--- src/rtl/mcp_lcseq_pkg.sv ---
// Shared definitions for the microprogram location-counter sequencer.
// Latency: n/a (types, field positions and op encodings only).
// Backpressure: n/a.
package mcp_lcseq_pkg;

    // Microaddress and microword widths
    localparam int LC_W   = 11;
    localparam int MO_W   = 22;
    localparam int COND_W = 16;

    // Microword field positions
    localparam int OP_HI     = 21;
    localparam int OP_LO     = 18;
    localparam int INTOK_BIT = 17;
    localparam int CSEL_HI   = 14;
    localparam int CSEL_LO   = 11;
    localparam int TGT_HI    = 10;
    localparam int TGT_LO    = 0;

    // Sequencer operations; codes 7..15 are not listed and fall through as NEXT
    typedef enum logic [3:0] {
        OP_NEXT = 4'd0,
        OP_JUMP = 4'd1,
        OP_CALL = 4'd2,
        OP_RET  = 4'd3,
        OP_BRT  = 4'd4,
        OP_BRF  = 4'd5,
        OP_WAIT = 4'd6
    } op_e;

    // Sequencer states
    typedef enum logic [1:0] {
        ST_FETCH = 2'd0,
        ST_EXEC  = 2'd1,
        ST_WAIT  = 2'd2
    } state_e;

    // Next sequential microaddress; 11-bit arithmetic wraps 7FF -> 000
    function automatic logic [LC_W-1:0] lc_inc(input logic [LC_W-1:0] lc);
        return lc + 1'b1;
    endfunction

endpackage

--- src/rtl/mcp_lcseq_stack.sv ---
// LIFO return-address stack for the sequencer (push/pop, full/empty, top-of-stack).
// Latency: push/pop take effect on the next rising edge; tos_dat is combinational from the pointer.
// Backpressure: push while full and pop while empty are dropped; the caller flags the error.
module mcp_lcstack
    import mcp_lcseq_pkg::*;
#(
    parameter int DEPTH = 4
) (
    input  logic            pin_clk,
    input  logic            pin_rst_n,
    input  logic            push,
    input  logic            pop,
    input  logic [LC_W-1:0] push_dat,
    output logic [LC_W-1:0] tos_dat,
    output logic            full,
    output logic            empty
);

    localparam int PTR_W = $clog2(DEPTH + 1);
    localparam int IDX_W = (DEPTH > 1) ? $clog2(DEPTH) : 1;

    // ptr counts valid entries, 0..DEPTH; entry ptr-1 is the top
    logic [PTR_W-1:0] ptr;
    logic [LC_W-1:0]  mem [0:(1 << IDX_W)-1];
    logic             do_push;
    logic             do_pop;

    assign full    = (ptr == PTR_W'(DEPTH));
    assign empty   = (ptr == '0);
    assign do_push = push && !full;
    assign do_pop  = pop && !push && !empty;
    assign tos_dat = mem[IDX_W'(ptr - 1'b1)];

    // Stack pointer: the only stack state that needs reset
    always_ff @(posedge pin_clk or negedge pin_rst_n) begin
        if (!pin_rst_n) begin
            ptr <= '0;
        end else if (do_push) begin
            ptr <= ptr + 1'b1;
        end else if (do_pop) begin
            ptr <= ptr - 1'b1;
        end
    end

    // Entry storage; contents are never read while the pointer is 0
    always_ff @(posedge pin_clk) begin
        if (do_push) begin
            mem[IDX_W'(ptr)] <= push_dat;
        end
    end

endmodule

--- src/rtl/mcp_lcseq.sv ---
// Microprogram location-counter sequencer: FETCH/EXEC/WAIT FSM driving MicROM address.
// Latency: 2 clocks per microinstruction (FETCH then EXEC); pin_lc updates on the EXEC edge.
// Backpressure: WAIT op stalls in WAIT state until pin_rdy=1; no other flow control.
module mcp_lcseq
    import mcp_lcseq_pkg::*;
#(
    parameter logic [10:0] START_ADDR  = 11'h000,
    parameter logic [10:0] IRQ_VECTOR  = 11'h7F0,
    parameter int          STACK_DEPTH = 4
) (
    input  logic              pin_clk,
    input  logic              pin_rst_n,
    input  logic [MO_W-1:0]   pin_mo,
    input  logic [COND_W-1:0] pin_cond,
    input  logic              pin_rdy,
    input  logic              pin_irq,
    output logic [LC_W-1:0]   pin_lc,
    output logic              pin_mv,
    output logic              pin_iack,
    output logic              pin_err
);

    state_e          state;
    op_e             op;
    logic [LC_W-1:0] target;
    logic [3:0]      csel;
    logic            intok;
    logic            cond_bit;
    logic [LC_W-1:0] lc_nxt;
    logic            irq_take;
    logic            push_req;
    logic            pop_req;
    logic [LC_W-1:0] tos_dat;
    logic            stk_full;
    logic            stk_empty;
    logic            unused_mo_bits;

    // Microword field decode
    assign op             = op_e'(pin_mo[OP_HI:OP_LO]);
    assign intok          = pin_mo[INTOK_BIT];
    assign csel           = pin_mo[CSEL_HI:CSEL_LO];
    assign target         = pin_mo[TGT_HI:TGT_LO];
    assign unused_mo_bits = ^pin_mo[INTOK_BIT-1:CSEL_HI+1];
    assign cond_bit       = pin_cond[csel];
    assign lc_nxt         = lc_inc(pin_lc);
    assign pin_mv         = (state == ST_EXEC);

    // Stack requests only fire in EXEC; an interrupt is taken only on a plain NEXT word
    always_comb begin
        irq_take = 1'b0;
        push_req = 1'b0;
        pop_req  = 1'b0;
        if (state == ST_EXEC) begin
            irq_take = (op == OP_NEXT) && intok && pin_irq;
            push_req = (op == OP_CALL) || irq_take;
            pop_req  = (op == OP_RET);
        end
    end

    mcp_lcstack #(
        .DEPTH (STACK_DEPTH)
    ) u_stack (
        .pin_clk   (pin_clk),
        .pin_rst_n (pin_rst_n),
        .push      (push_req),
        .pop       (pop_req),
        .push_dat  (lc_nxt),
        .tos_dat   (tos_dat),
        .full      (stk_full),
        .empty     (stk_empty)
    );

    // Sequencer FSM with registered location counter, iack pulse and sticky error
    always_ff @(posedge pin_clk or negedge pin_rst_n) begin
        if (!pin_rst_n) begin
            state    <= ST_FETCH;
            pin_lc   <= START_ADDR;
            pin_iack <= 1'b0;
            pin_err  <= 1'b0;
        end else begin
            pin_iack <= 1'b0;
            case (state)
                ST_FETCH: begin
                    state <= ST_EXEC;
                end
                ST_EXEC: begin
                    state <= ST_FETCH;
                    case (op)
                        OP_NEXT: begin
                            if (irq_take) begin
                                pin_lc   <= IRQ_VECTOR;
                                pin_iack <= 1'b1;
                                if (stk_full) pin_err <= 1'b1;
                            end else begin
                                pin_lc <= lc_nxt;
                            end
                        end
                        OP_JUMP: pin_lc <= target;
                        OP_CALL: begin
                            pin_lc <= target;
                            if (stk_full) pin_err <= 1'b1;
                        end
                        OP_RET: begin
                            // Underflow restarts the microprogram from the reset address
                            if (stk_empty) begin
                                pin_lc  <= START_ADDR;
                                pin_err <= 1'b1;
                            end else begin
                                pin_lc <= tos_dat;
                            end
                        end
                        OP_BRT:  pin_lc <= cond_bit ? target : lc_nxt;
                        OP_BRF:  pin_lc <= cond_bit ? lc_nxt : target;
                        OP_WAIT: begin
                            if (pin_rdy) pin_lc <= lc_nxt;
                            else         state  <= ST_WAIT;
                        end
                        default: pin_lc <= lc_nxt;
                    endcase
                end
                ST_WAIT: begin
                    if (pin_rdy) begin
                        pin_lc <= lc_nxt;
                        state  <= ST_FETCH;
                    end
                end
                default: state <= ST_FETCH;
            endcase
        end
    end

endmodule
--- config.mk ---
export PLATFORM = sky130hd
export DESIGN_NAME = mcp_lcseq
export DESIGN_NICKNAME = d
export VERILOG_FILES = /design/src/rtl/mcp_lcseq_pkg.sv /design/src/rtl/mcp_lcseq_stack.sv /design/src/rtl/mcp_lcseq.sv
export SDC_FILE = /design/constraint.sdc
export NUM_CORES = 1
export LEC_CHECK = 0
export CAP_MARGIN = 20
export CORE_AREA = 3 3 85 87
export CTS_CLUSTER_SIZE = 24
export DETAILED_ROUTE_END_ITERATION = 7
export DIE_AREA = 0 0 88 90
export HOLD_SLACK_MARGIN = 0.06
export PLACE_DENSITY = 0.83
export SLEW_MARGIN = 20
export SYNTH_ARGS = -nofsm -noshare
export SYNTH_HDL_FRONTEND = slang
export SYNTH_SLANG_ARGS = --single-unit
--- constraint.sdc ---
create_clock -name pin_clk -period 4.8 [get_ports pin_clk]
set_input_delay 0.96 -clock pin_clk [delete_from_list [all_inputs] [get_ports pin_clk]]
set_output_delay 0.96 -clock pin_clk [all_outputs]
set_load 0.01 [all_outputs]
==> metrics.md, run 1 <==
| Metric | Value |
|---|---|
| DRC Markers | 0 |
| Overflow after GRT | 0 |
| Power Density | 497.7 nW/um^2 |
| Main synth FF type | edfxtp_1 |
| DR vias/cell | 6.481 |
| Most frequent cells in the layout | clkdlybuf4s50_1, edfxtp_1, nand2_1 |
| Met2 usage | 37.81% |
| N_diodes | 0 |
| Clock insertion delay at the later pin of the skew report | 0.35 ns |
| CTS root buf | clkbuf_8 |
| FF+latch area | 1772 sq um |
| Fin Clk Skew | 0.01677 ns |
| Multi-input logic area | 1841 sq um |
| Synth async-reset ratio | 29.03% |
| Largest net degree at the start of global routing | 24 |
| Die width | 88 microns |
| Initial drt markers | 382 |
| Cells after Synth | 335 |
| EDFF count, synth | 44 |
| Peak VDD IR | 0.2862 mV |
| Reg2Reg Capture Point | pin_lc[10] |
| Rows | 29 |
| Max Buffers Root-to-Sink | 2 |
| Hold worst-path end | pin_err |
| Num Clock Sinks | 62 |
| Antenna viol nets, final | 0 |
| Final period util | 70.93% |
| First-pass GRT wire length | 14,840 microns |
| GRT Total Usage | 24.47% |
| Maxcap violations | 0 |
| Setup tns final | 0 ns |
| Via count | 3,007 |
| CP startpoint kind | input port |
| WHS Path Cells | 1 |
| Mean Syn Cell Area | 11.33 sq um |
| Global routing usage on met3 | 5.027% |
| CORE AREA | 6422 sq um |
| Final instance area | 4518 sq um |
| WL final | 9370 microns |
| Placed cell areas | 4314 sq um |
| Largest fanout on the critical path | 17 |
| Flop2flop setup slack | 1.92 ns |
| CP required | 5.10 ns |
| Final Hold Vio Count | 0 |
| Final setup vio count | 0 |
| Post-Syn Nets | 386 |
| Post-DP HPWL | 6625 microns |
| Worst reg2reg startpoint | pin_lc[0] |
| Post_cts resized | 0 |
| Slew Limit Headroom | 36.09% |
| Num CTS Buffers | 9 |
| IO Port Bufs | 53 |
| Vias in the first global route | 2,792 |
| Crit Path Class | input port to flop |
| Post-synthesis sequential area ratio | 46.69% |
| Worst setup margin | 1.396 ns |
| Worst-margin pin slew | 0.9557 ns |
| RSZ-0062 raised after global routing | no |
| Run status | completed |
| Worst Hold Class | flop to flop |
| Post-Place Setup Slack | 1.101 ns |
| Fin nets | 433 |
| Avg WL per Cell | 20.19 microns |
| Worst Setup End Kind | flop |
| P&R area growth vs syn | 19.06% |
| Distinct cell type count after synthesis | 61 |
| Netlist Area Pre-Place | 3795 sq um |
| Die footprint | 7920 sq um |
| Clk pin slew, worst setup/hold paths | 0.08 ns |
| # H-tree levels | 3 |
| Post-CTS setup buffer count | 0 |
| CTS Hold Bufs | 0 |
| F_max | 0.2937 GHz |
| Share of cells above drive strength 1 | 12.14% |
| IO Count | 56 |
| Arrival @ worst endpoint | 3.70 ns |
| GP Congestion | 0.9131 |
| Fillers | 450 |
| Starting density of the core | 59.09% |
| Leakage | 1.650 nW |
| Tmin final | 3.404 ns |
| Final Max Tran Viols | 0 |
| Commonest non-fill, non-tap cell in the layout | clkdlybuf4s50_1 |
| HP Start | pin_err |
| CTS tree | done |
| Initial antenna violation count | 0 |
| #FFs+latches synth | 62 |
| Yosys warnings | 0 |
| Die height | 90 microns |
| Most Crowded Layer GR | met2 |
| Met1 Use GR | 34.48% |
| Reg2Reg Depth | 8 |
| First-pass DRT Iterations | 5 |
-- stage by stage --
step           cells  total power, mW  hold WS, ns  util [%]
2_1_floorplan    335            1.444       0.4834         -
3_3_place_gp     448            1.735       0.4552     67.17
3_5_place_dp     448            1.769       0.4644     67.17
4_1_cts          464            2.246       0.4791     70.35
5_1_grt          464            2.369       0.4951     70.35
6_report         464            2.249       0.4759     70.35
-- worst max-delay path by stage --
stage	from	end	slack, ns	depth (start not counted)
finish	pin_mo[18]	pin_lc[6]	1.40	8
global route	pin_mo[12]	pin_lc[10]	1.29	8
CTS	pin_mo[18]	pin_lc[10]	1.44	8
detailed placement	pin_mo[18]	pin_lc[10]	1.10	8
global placement	pin_mo[12]	pin_lc[10]	1.17	8
floorplan	u_stack.ptr[0]	u_stack.mem[3][0]	1.82	5
-- cell families after synthesis --
family | count (synthesis) | share of synthesized area [%]
AOI/OAI and AO/OA | 89 | 17.14
xor gates and xnor gates | 19 | 4.583
adders and majority gates | 9 | 2.967
buffers and inverters | 32 | 4.978
DFF | 62 | 46.69
muxes | 20 | 10.39
and+or+nand+nor | 104 | 13.25
-- sequential cells by signal (all words and copies together), names as in the netlist --
signal       cells
u_stack.ptr      3
pin_lc          11
u_stack.mem     44
pin_iack         1
state            2
pin_err          1
-- cell usage after synthesis, types with 2 or more instances --
| cell type | number | area, sq um |
|---|---|---|
| edfxtp_1 | 44 | 1321 |
| nand2_1 | 35 | 131.4 |
| a21oi_1 | 24 | 120.1 |
| nor2_1 | 22 | 82.58 |
| dfrtp_1 | 18 | 450.4 |
| o21ai_0 | 13 | 65.06 |
| nand3_1 | 12 | 60.06 |
| clkbuf_1 | 11 | 41.29 |
| mux4_2 | 11 | 247.7 |
| xnor2_1 | 11 | 96.34 |
| nor3_1 | 10 | 50.05 |
| ha_1 | 9 | 112.6 |
| inv_1 | 9 | 33.78 |
| a221o_1 | 7 | 70.07 |
| a221oi_1 | 7 | 61.31 |
| xor2_1 | 7 | 61.31 |
| clkbuf_8 | 6 | 82.58 |
| a31oi_1 | 4 | 25.02 |
| and2_1 | 4 | 25.02 |
| nor2b_1 | 4 | 25.02 |
| o22ai_1 | 4 | 25.02 |
| a211oi_1 | 3 | 22.52 |
| a21o_1 | 3 | 22.52 |
| a22oi_1 | 3 | 22.52 |
| buf_1 | 3 | 11.26 |
| mux2i_1 | 3 | 30.03 |
| mux4_1 | 3 | 78.83 |
| nand2b_1 | 3 | 18.77 |
| o211ai_1 | 3 | 22.52 |
| a211o_1 | 2 | 17.52 |
| a22o_1 | 2 | 17.52 |
| and3_1 | 2 | 12.51 |
| mux2_2 | 2 | 22.52 |
| nand4_1 | 2 | 12.51 |
| nor3b_1 | 2 | 15.01 |
| nor4_1 | 2 | 12.51 |
-- layout make-up --
class	count	share of cell area [%]
Timing Repair Buffer	58	12.57
Multi-Input combinational cell	241	40.74
Sequential cell	62	39.21
Clock buffer	9	2.742
Clock inverter	7	1.772
Tap cell	77	2.132
Inverter	10	0.8308
-- worst max-delay path, stage by stage --
cell and delay [ns]:
clkdlybuf4s50_1 0.74, nor4_1 0.82, and4_1 0.46, nand2b_1 0.26, a21oi_1 0.09, o21a_1 0.12
a21oi_1 0.12, a221o_1 0.12
-- routing by layer --
metal | vias up | wire length, microns
met1 | 1448 | 3886
li1 | 1387 | -
met2 | 152 | 4537
met3 | 20 | 767
met4 | 0 | 179
met5 | - | 0
-- where the power goes --
part           total (mW)  switching [mW]  internal (mW)
Sequential          0.839           0.122          0.717
Clock               0.476           0.229          0.247
Combinational       0.934           0.494          0.440
Total                2.25           0.845           1.40
Note: power is estimated with default switching activity, not from simulation.
==> run 2: changes to the inputs <==
--- a/config.mk
+++ b/config.mk
@@ -6,12 +6,12 @@
 export NUM_CORES = 1
 export LEC_CHECK = 0
 export CAP_MARGIN = 20
-export CORE_AREA = 3 3 85 87
+export CORE_AREA = 3 3 88 90
 export CTS_CLUSTER_SIZE = 24
 export DETAILED_ROUTE_END_ITERATION = 7
-export DIE_AREA = 0 0 88 90
+export DIE_AREA = 0 0 91 93
 export HOLD_SLACK_MARGIN = 0.06
-export PLACE_DENSITY = 0.83
+export PLACE_DENSITY = 0.78
 export SLEW_MARGIN = 20
 export SYNTH_ARGS = -nofsm -noshare
 export SYNTH_HDL_FRONTEND = slang
==> constraint.sdc (replaced) <==
create_clock -name pin_clk -period 3.5 [get_ports pin_clk]
set_input_delay 0.7 -clock pin_clk [delete_from_list [all_inputs] [get_ports pin_clk]]
set_output_delay 0.7 -clock pin_clk [all_outputs]
set_load 0.01 [all_outputs]
==> metrics.md, run 2 (same netlist as run 1, synthesis figures left out) <==
| Metric | Value |
|---|---|
| Worst Setup End Kind | flop |
| Clock insertion delay at the later pin of the skew report | 0.34 ns |
| Via count | 3,009 |
| CP startpoint kind | input port |
| Commonest non-fill, non-tap cell in the layout | clkdlybuf4s50_1 |
| Final Hold Vio Count | 0 |
| Die height | 93 microns |
| Largest fanout on the critical path | 5 |
| Clk pin slew, worst setup/hold paths | 0.07 ns |
| CORE AREA | 7137 sq um |
| DR vias/cell | 6.006 |
| First-pass GRT wire length | 15,040 microns |
| Most frequent cells in the layout | clkdlybuf4s50_1, edfxtp_1, nand2_1 |
| WL final | 9262 microns |
| Largest net degree at the start of global routing | 19 |
| Starting density of the core | 53.17% |
| Fin util | 64.83% |
| Num Clock Sinks | 62 |
| Final period util | 85.48% |
| GP Congestion | 0.9455 |
| Worst Hold Class | flop to flop |
| IO Count | 56 |
| Overflow after GRT | 0 |
| P&R area growth vs syn | 21.93% |
| Antenna viol nets, final | 0 |
| GRT Total Usage | 22.72% |
| DRC Markers | 0 |
| Num CTS Buffers | 9 |
| Avg WL per Cell | 18.49 microns |
| Post-DP HPWL | 6921 microns |
| Max FFs per register | 44 |
| Post_cts resized | 0 |
| CP required | 3.72 ns |
| Rows | 31 |
| Fin nets | 448 |
| Die footprint | 8463 sq um |
| F_max | 0.3343 GHz |
| N_diodes | 0 |
| Final Max Tran Viols | 0 |
| Largest Register | u_stack.mem |
| CTS root buf | clkbuf_8 |
| Worst hold slack | 0.4697 ns |
| Setup tns final | 0 ns |
| Multi-input logic area | 1841 sq um |
| CTS Hold Bufs | 0 |
| Maxcap violations | 0 |
| Final setup vio count | 0 |
| Leakage | 1.714 nW |
| IO Port Bufs | 53 |
| Die width | 91 microns |
| Share of cells above drive strength 1 | 15.42% |
| Post-CTS setup buffer count | 0 |
| Slew Limit Headroom | 37.67% |
| Fillers | 594 |
| Initial drt markers | 306 |
| FF+latch area | 1772 sq um |
| Worst-margin pin slew | 0.9320 ns |
| RSZ-0062 raised after global routing | no |
| Max Buffers Root-to-Sink | 2 |
| Vias in the first global route | 2,994 |
| # H-tree levels | 3 |
| Total power | 3.010 mW |
| Power Density | 650.5 nW/um^2 |
| Tmin final | 2.992 ns |
| Biggest regs | u_stack.mem (44), pin_lc (11), u_stack.ptr (3) |
| Initial antenna violation count | 0 |
| Fin Clk Skew | 0.01157 ns |
| Arrival @ worst endpoint | 3.21 ns |
| Peak VDD IR | 0.2988 mV |
| First-pass DRT Iterations | 5 |
| Crit Path Class | input port to flop |
| CTS tree | done |
| Run status | completed |
-- run 2: cell count changes in the layout (fill, tap and decap cells not counted), sizes merged --
| cell | change |
|---|---|
| inv | -2 |
| buf | +15 |
| bufinv | -1 |
| clkinv | +3 |
-- run 2: report_power, final --
part / total, mW / switching (mW) / internal, mW
clock network: 0.553 / 0.295 / 0.257
logic: 1.31 / 0.680 / 0.628
registers: 1.15 / 0.166 / 0.984
total: 3.01 / 1.14 / 1.87
-- run 2: final timing paths --
check / start / to / slack (ns) / depth (start not counted)
worst max-delay path: pin_mo[12] / pin_lc[10] / 0.51 / 8
worst min-delay path: pin_err / pin_err / 0.47 / 1
worst max register to register: pin_lc[0] / pin_lc[10] / 0.63 / 8
worst min register to register: pin_err / pin_err / 0.47 / 1
max in group asynchronous: pin_rst_n / pin_err / 2.04 / 1
min in group asynchronous: pin_rst_n / state[1] / 0.87 / 1
-- run 2: worst max-delay path, cell delays in order --
cell and delay [ns]:
clkdlybuf4s50_1 0.59, mux4_1 0.59, mux2_4 0.32, a22oi_4 0.26, xor2_2 0.14, a21oi_1 0.21, o21ai_0 0.10, a211o_1 0.31
-- run 2: final cells by class --
cell class                      count  share of cell area, %
Multi-Input combinational cell    241                  39.78
Sequential cell                    62                  38.29
Timing Repair Buffer               73                  14.71
Clock buffer                        9                  2.677
Tap cell                           99                  2.677
Clock inverter                      7                  1.055
Inverter                           10                 0.8112
-- run 2: metrics by stage --
| step | cell area [sq um] | setup slack [ns] | instances |
|---|---|---|---|
| CTS | 4627 | 0.4919 | 501 |
| global route | 4627 | 0.3352 | 501 |
| floorplan | 3795 | 0.5165 | 335 |
| detailed placement | 4454 | 0.1477 | 485 |
| global placement | 4454 | 0.2042 | 485 |
| finish | 4627 | 0.5083 | 501 |
-- run 2: layer usage --
| metal | track usage [%] | wire length [microns] | vias up |
|---|---|---|---|
| met5 | 0 | 0 | - |
| li1 | - | - | 1409 |
| met3 | 5.632 | 753 | 17 |
| met4 | 8.668 | 189 | 0 |
| met2 | 37.58 | 4541 | 131 |
| met1 | 29.00 | 3779 | 1452 |
==> run 3: changes to the inputs <==
--- a/config.mk
+++ b/config.mk
@@ -7,12 +7,11 @@
 export LEC_CHECK = 0
 export CAP_MARGIN = 20
 export CORE_AREA = 3 3 88 90
-export CTS_CLUSTER_SIZE = 24
 export DETAILED_ROUTE_END_ITERATION = 7
 export DIE_AREA = 0 0 91 93
 export HOLD_SLACK_MARGIN = 0.06
 export PLACE_DENSITY = 0.78
-export SLEW_MARGIN = 20
+export SLEW_MARGIN = 10
 export SYNTH_ARGS = -nofsm -noshare
 export SYNTH_HDL_FRONTEND = slang
 export SYNTH_SLANG_ARGS = --single-unit
==> results of run 3 <==
Final layout, timing and power as in run 2 (identical DEF).
